--- src/rtl/dma_pkg.sv ---
// Shared definitions for the block DMA engine: word/block geometry,
// FSM state encoding and the block address helper.
package dma_pkg;

  localparam int WORD_SIZE      = 16;
  localparam int BLOCK_WORDS    = 4;
  localparam int DEVICE_BIT_LEN = 2;
  localparam int DATA_W         = WORD_SIZE * BLOCK_WORDS;
  localparam int BLOCK_SHIFT    = $clog2(BLOCK_WORDS);

  typedef enum logic [1:0] {
    ST_IDLE  = 2'b00,
    ST_REQ   = 2'b01,
    ST_WRITE = 2'b10,
    ST_DONE  = 2'b11
  } dma_state_e;

  // Memory word address of block k: base + BLOCK_WORDS*k, wrapping at 16 bits.
  function automatic logic [WORD_SIZE-1:0] block_addr(
    input logic [WORD_SIZE-1:0]      base,
    input logic [DEVICE_BIT_LEN-1:0] k
  );
    return base + {{(WORD_SIZE-DEVICE_BIT_LEN-BLOCK_SHIFT){1'b0}}, k, {BLOCK_SHIFT{1'b0}}};
  endfunction

endpackage

--- src/rtl/dma_addr_gen.sv ---
// Address generator: holds the latched base address, block count and the
// current block index k; derives the device offset, memory address and
// the "this is the final block" flag.
module dma_addr_gen
  import dma_pkg::*;
(
  input  logic                      clk,
  input  logic                      rst_n,
  input  logic                      i_load,
  input  logic                      i_adv,
  input  logic                      i_in_write,
  input  logic [WORD_SIZE-1:0]      i_base,
  input  logic [DEVICE_BIT_LEN-1:0] i_blocks,
  output logic [DEVICE_BIT_LEN-1:0] o_offset,
  output logic [WORD_SIZE-1:0]      o_mem_addr,
  output logic                      o_last
);

  logic [WORD_SIZE-1:0]      r_base;
  logic [DEVICE_BIT_LEN-1:0] r_blocks;
  logic [DEVICE_BIT_LEN-1:0] r_k;

  // Latch a new command (k restarts at 0) or step k when a block completes.
  always_ff @(posedge clk or negedge rst_n) begin
    if (!rst_n) begin
      r_base   <= {WORD_SIZE{1'b0}};
      r_blocks <= {DEVICE_BIT_LEN{1'b0}};
      r_k      <= {DEVICE_BIT_LEN{1'b0}};
    end else if (i_load) begin
      r_base   <= i_base;
      r_blocks <= i_blocks;
      r_k      <= {DEVICE_BIT_LEN{1'b0}};
    end else if (i_adv) begin
      r_k      <= r_k + {{(DEVICE_BIT_LEN-1){1'b0}}, 1'b1};
    end else begin
      r_k      <= r_k;
    end
  end

  // The device only sees a non-zero index while a block is being written.
  assign o_offset   = i_in_write ? r_k : {DEVICE_BIT_LEN{1'b0}};
  assign o_mem_addr = block_addr(r_base, r_k);
  // One extra bit so k+1 cannot wrap onto the block count.
  assign o_last     = (({1'b0, r_k} + {{DEVICE_BIT_LEN{1'b0}}, 1'b1}) == {1'b0, r_blocks});

endmodule

--- src/rtl/dma_engine.sv ---
// Block DMA engine: moves 1..3 four-word blocks from an external device into
// memory after winning the bus from the CPU.
// Build option DMA_CYCLE_STEAL_EN: when defined, the bus request is released
// for one cycle between blocks; otherwise the bus is held for the whole burst.
module dma_engine
  import dma_pkg::*;
(
  input  logic                      clk,
  input  logic                      reset_n,
  input  logic                      cmd_valid,
  input  logic [WORD_SIZE-1:0]      cmd_addr,
  input  logic [DEVICE_BIT_LEN-1:0] cmd_blocks,
  output logic [DEVICE_BIT_LEN-1:0] offset,
  input  logic [DATA_W-1:0]         dev_data,
  output logic                      br,
  input  logic                      bg,
  output logic [WORD_SIZE-1:0]      mem_addr,
  output logic [DATA_W-1:0]         mem_data,
  output logic                      mem_write,
  input  logic                      mem_ready,
  output logic                      busy,
  output logic                      dma_done
);

  dma_state_e r_state;
  dma_state_e w_state_nxt;
  logic       r_steal;
  logic       w_steal_nxt;
  logic       w_load;
  logic       w_adv;
  logic       w_last;
  logic       w_in_write;
  logic       r_br;
  logic       r_busy;
  logic       r_mem_write;
  logic       r_dma_done;
  logic       w_br_nxt;
  logic       w_busy_nxt;
  logic       w_wr_nxt;

  assign w_in_write = (r_state == ST_WRITE);

  dma_addr_gen u_addr_gen (
    .clk        (clk),
    .rst_n      (reset_n),
    .i_load     (w_load),
    .i_adv      (w_adv),
    .i_in_write (w_in_write),
    .i_base     (cmd_addr),
    .i_blocks   (cmd_blocks),
    .o_offset   (offset),
    .o_mem_addr (mem_addr),
    .o_last     (w_last)
  );

  // Next-state decode; r_steal marks the one released-bus cycle after a block.
  always_comb begin
    w_state_nxt = r_state;
    w_steal_nxt = 1'b0;
    w_load      = 1'b0;
    w_adv       = 1'b0;
    case (r_state)
      ST_IDLE: begin
        if (cmd_valid) begin
          if (cmd_blocks != {DEVICE_BIT_LEN{1'b0}}) begin
            w_load      = 1'b1;
            w_state_nxt = ST_REQ;
          end else begin
            w_state_nxt = ST_DONE;
          end
        end else begin
          w_state_nxt = ST_IDLE;
        end
      end
      ST_REQ: begin
        if (r_steal) begin
          w_state_nxt = ST_REQ;
        end else if (bg) begin
          w_state_nxt = ST_WRITE;
        end else begin
          w_state_nxt = ST_REQ;
        end
      end
      ST_WRITE: begin
        if (mem_ready) begin
          // A completed write always counts, even if the grant is pulled now.
          w_adv = 1'b1;
          if (w_last) begin
            w_state_nxt = ST_DONE;
          end else begin
`ifdef DMA_CYCLE_STEAL_EN
            w_state_nxt = ST_REQ;
            w_steal_nxt = 1'b1;
`else
            if (bg) begin
              w_state_nxt = ST_WRITE;
            end else begin
              w_state_nxt = ST_REQ;
            end
`endif
          end
        end else if (!bg) begin
          // Grant revoked mid-write: back off and retry the same block.
          w_state_nxt = ST_REQ;
        end else begin
          w_state_nxt = ST_WRITE;
        end
      end
      ST_DONE: begin
        w_state_nxt = ST_IDLE;
      end
      default: begin
        w_state_nxt = ST_IDLE;
      end
    endcase
  end

  // Output values for the coming cycle, derived from the next state.
  always_comb begin
    w_br_nxt   = 1'b0;
    w_busy_nxt = 1'b0;
    w_wr_nxt   = 1'b0;
    if (w_state_nxt == ST_WRITE) begin
      w_br_nxt = 1'b1;
      w_wr_nxt = 1'b1;
    end else if (w_state_nxt == ST_REQ) begin
      w_br_nxt = !w_steal_nxt;
    end else begin
      w_br_nxt = 1'b0;
    end
    w_busy_nxt = (w_state_nxt != ST_IDLE);
  end

  // State and registered control outputs.
  always_ff @(posedge clk or negedge reset_n) begin
    if (!reset_n) begin
      r_state     <= ST_IDLE;
      r_steal     <= 1'b0;
      r_br        <= 1'b0;
      r_busy      <= 1'b0;
      r_mem_write <= 1'b0;
      r_dma_done  <= 1'b0;
    end else begin
      r_state     <= w_state_nxt;
      r_steal     <= w_steal_nxt;
      r_br        <= w_br_nxt;
      r_busy      <= w_busy_nxt;
      r_mem_write <= w_wr_nxt;
      r_dma_done  <= (r_state == ST_DONE);
    end
  end

  assign br        = r_br;
  assign busy      = r_busy;
  assign mem_write = r_mem_write;
  assign dma_done  = r_dma_done;
  // Device data is combinational on offset, which is held at k for the whole
  // block, so the write word is stable from WRITE entry until mem_ready.
  assign mem_data  = w_in_write ? dev_data : {DATA_W{1'b0}};

endmodule

--- config.mk ---
export PLATFORM = sky130hd
export DESIGN_NAME = dma_engine
export DESIGN_NICKNAME = d
export VERILOG_FILES = /design/src/rtl/dma_pkg.sv /design/src/rtl/dma_addr_gen.sv /design/src/rtl/dma_engine.sv
export SDC_FILE = /design/constraint.sdc
export NUM_CORES = 1
export LEC_CHECK = 0
export CAP_MARGIN = 20
export CORE_ASPECT_RATIO = 0.9
export CORE_MARGIN = 5
export CORE_UTILIZATION = 33
export CTS_CLUSTER_DIAMETER = 60
export DETAILED_ROUTE_END_ITERATION = 8
export PLACE_DENSITY = 0.93
export SETUP_SLACK_MARGIN = 0.05
export SLEW_MARGIN = 20
export SYNTH_ARGS = -nofsm -noshare
export SYNTH_HDL_FRONTEND = slang
export SYNTH_SLANG_ARGS = --single-unit
--- constraint.sdc ---
create_clock -name clk -period 5.17 [get_ports clk]
set_clock_uncertainty 0.2 [all_clocks]
set_input_delay 0.517 -clock clk [delete_from_list [all_inputs] [get_ports clk]]
set_output_delay 0.517 -clock clk [all_outputs]
set_load 0.005 [all_outputs]
==> metrics.log <==
[metrics] outcome: finished clean
[metrics] most frequent cells in the layout: sky130_fd_sc_hd__clkdlybuf4s50_1 (171), sky130_fd_sc_hd__and2_1 (66), sky130_fd_sc_hd__dfrtp_1 (26), sky130_fd_sc_hd__xor2_1 (11)
[metrics] highest net fanout along the worst path: 34
[metrics] DP HPWL: 5.87 mm
[metrics] fmax: 303 MHz
[metrics] power per unit of standard cell area: 441 nW/um^2
[metrics] CP Capture Type: output pin
[metrics] total power of the final layout: 1620 uW
[metrics] LEAKAGE: 0.00150 uW
[metrics] Post-synth EDFFs: 0
[metrics] worst hold slack: 0.0295 ns
[metrics] Area Growth Syn to Fin: 97.3%
[metrics] nature of the critical path startpoint: register
[metrics] global route total overflow: 0
[metrics] unrepaired setup endpoints after global routing: no
[metrics] worst slack at placement: 2.18 ns
[metrics] clock input transition at the sequential cells of the worst setup and hold paths: 0.10 ns
[metrics] data arrival time of the worst path: 2.59 ns
[metrics] post-layout min period: 3.30 ns
[metrics] library cell contributing the largest single delay on the critical path: sky130_fd_sc_hd__nor2_2
[metrics] number of maximum-capacitance violations: 0
[metrics] synthesis-stage register bit count: 26
[metrics] Max stage delay on crit path: 0.68 ns
[metrics] Worst Hold Class: input port to async pin
[metrics] number of setup violations in the final report: 0
[metrics] clock tree from TritonCTS: done
[metrics] transition time at the pin with the least slew margin: 0.890 ns
[metrics] worst relative slew slack: 0.406
[metrics] final weighted congestion of routability-driven global placement: 0.832
[metrics] number of search-and-repair iterations in the first detailed-routing pass: 4
[metrics] WL/cell: 16.7 um
[metrics] series of cell instances along the critical path: inv_1 -> nor2_2 -> buf_4 -> and2_1 -> clkdlybuf4s50_1
[metrics] register area share after synthesis: 0.350
[metrics] number of buffers on the longest clock path: 2
[metrics] number of pins exceeding their max-slew limit in the final report: 0
[metrics] buffer count from post-CTS setup fixing: 0
[metrics] Distinct cells, synth: 38
[metrics] initial cell density of the core: 0.334
[metrics] worst setup path class: register to output pin
[metrics] required time at the worst-slack endpoint: 4.45 ns
[metrics] most common flop cell mapped by yosys: sky130_fd_sc_hd__dfrtp_1
[metrics] count of yosys warnings during synthesis: 0
[metrics] via count of the first global-routing pass: 1952
[metrics] number of hold buffers added after CTS: 0
[metrics] fraction of final layout cells sized beyond drive strength 1: 0.0878
[metrics] leading cell type in the layout, fill and taps excluded: sky130_fd_sc_hd__clkdlybuf4s50_1
[metrics] number of nets produced by synthesis: 280
[metrics] Antenna Nets Post-Route: 0
[metrics] placeable core region: 5560 um^2
[metrics] cell at the root of the clock tree: sky130_fd_sc_hd__clkbuf_8
[metrics] x dimension of the die: 89.1 um
[metrics] gate count of the mapped netlist: 187
[metrics] maximum number of pins on one net before global-route repair: 35
[metrics] average footprint of a synthesized cell: 9.93 um^2
[metrics] GR Util All Layers: 0.181
[metrics] clock sink count: 26
[metrics] Final Routed Wirelength: 7.06 mm
[metrics] count of pins on the block boundary: 173
[metrics] initial drt markers: 58
[metrics] Netlist Area Pre-Place: 1860 um^2
[metrics] die height: 81.2 um
[metrics] final net count: 447
[metrics] number of antenna violations at the first check in global routing: 0
[metrics] worst setup margin: 1.87 ns
[metrics] post-cts resize count: 0
[metrics] accumulated negative setup slack: 0 ns
[metrics] number of buffers added on ports: 172
[metrics] final number of hold-violating endpoints: 0
[metrics] DR DRC count: 0
[metrics] standard-cell row count: 26
[metrics] Inserted Clock Buffers: 3
[metrics] Die ar.: 7230 um^2
[metrics] fraction of the cycle the final worst path needs: 0.639
[metrics] depth of the CTS H-tree: 1
[metrics] count of vias placed by the detailed router: 1951
[metrics] detailed-route vias per instance: 4.61
[metrics] worst skew pair latency: 0.27 ns
[metrics] largest vdd supply drop: 0.318 mV
[metrics] wire length of the first global-routing pass: 10.3 mm
[metrics] ant diodes: 0
[metrics] total of fill cells in the finished design: 435
[metrics] Async SR Flop Fraction: 1.00
cell families (layout without fill, tap and decap cells):
group	after synthesis	after routing	share of synthesized area
simple gates	96	96	0.313
flops	26	26	0.350
mux	17	17	0.119
xor+xnor	15	15	0.0708
buf+inv	15	181	0.0505
compound gates	12	12	0.0526
fa+ha+maj	6	6	0.0445
stage by stage:
step,instance area (um^2),cells,utilization
floorplan,1860,187,-
global placement,3600,419,0.647
detailed placement,3590,419,0.646
CTS,3660,423,0.659
global route,3660,423,0.659
finish,3660,423,0.659
critical path: cells and delay by family (launching register included):
family,cells,cell delay (ns)
buffers and inverters,3,0.99
and+or+nand+nor,2,0.85
DFF,1,0.46
Yosys cell counts, types with 2 or more instances:
cell,number,share of area
sky130_fd_sc_hd__and2_1,66,0.22
sky130_fd_sc_hd__dfrtp_1,26,0.35
sky130_fd_sc_hd__xor2_1,11,0.052
sky130_fd_sc_hd__mux2_2,8,0.049
sky130_fd_sc_hd__mux2_4,8,0.065
sky130_fd_sc_hd__nor2_1,7,0.014
sky130_fd_sc_hd__nand3_1,6,0.016
sky130_fd_sc_hd__ha_1,5,0.034
sky130_fd_sc_hd__clkbuf_2,4,0.011
sky130_fd_sc_hd__inv_1,4,0.0081
sky130_fd_sc_hd__xnor2_1,4,0.019
sky130_fd_sc_hd__nand4_1,3,0.010
sky130_fd_sc_hd__nor3_1,3,0.0081
sky130_fd_sc_hd__o21ai_0,3,0.0081
sky130_fd_sc_hd__a21bo_2,2,0.011
sky130_fd_sc_hd__buf_4,2,0.0081
sky130_fd_sc_hd__clkbuf_1,2,0.0040
sky130_fd_sc_hd__nand2_1,2,0.0040
sky130_fd_sc_hd__nor4_1,2,0.0067
power by group:
part,switching [uW],internal (uW),leakage (uW)
clock,66.5,104,0.0000357
combinational,360,672,0.00115
sequential,112,304,0.000311
registers in the layout, indices dropped and copies added (netlist names):
name,cells
br,1
dma_done,1
u_addr_gen.r_k,2
u_addr_gen.r_blocks,2
u_addr_gen.r_base,16
busy,1
r_state,2
mem_write,1
per-layer routing:
| layer | track usage | wire length [um] | vias to the layer above |
|---|---|---|---|
| li1 | - | - | 944 |
| met1 | 0.214 | 2640 | 897 |
| met2 | 0.327 | 3560 | 98 |
| met3 | 0.0446 | 727 | 12 |
| met4 | 0.0461 | 131 | 0 |
| met5 | 0 | 0 | - |
layout make-up:
| type | count | area (um^2) | area share |
|---|---|---|---|
| sequential | 26 | 651 | 0.178 |
| clock buffer | 3 | 41.3 | 0.0113 |
| timing repair buffer | 173 | 1720 | 0.471 |
| tap | 70 | 87.6 | 0.0239 |
| multi-input combinational | 146 | 1110 | 0.304 |
| inverter | 4 | 15.0 | 0.00410 |
| clock inverter | 1 | 30.0 | 0.00820 |
final timing paths:
check / endpoint / depth (start not counted) / from / slack, ns
max in group asynchronous: u_addr_gen.r_k[1] / 1 / reset_n / 4.35
worst max-delay path: mem_data[57] / 5 / r_state[1] / 1.87
worst min register to register: u_addr_gen.r_blocks[0] / 1 / u_addr_gen.r_blocks[0] / 0.32
min in group clk: u_addr_gen.r_blocks[0] / 1 / u_addr_gen.r_blocks[0] / 0.32
worst max register to register: u_addr_gen.r_base[1] / 3 / r_state[0] / 3.07
worst min-delay path: u_addr_gen.r_base[14] / 1 / reset_n / 0.03
Note: power is estimated with default switching activity, not from simulation.
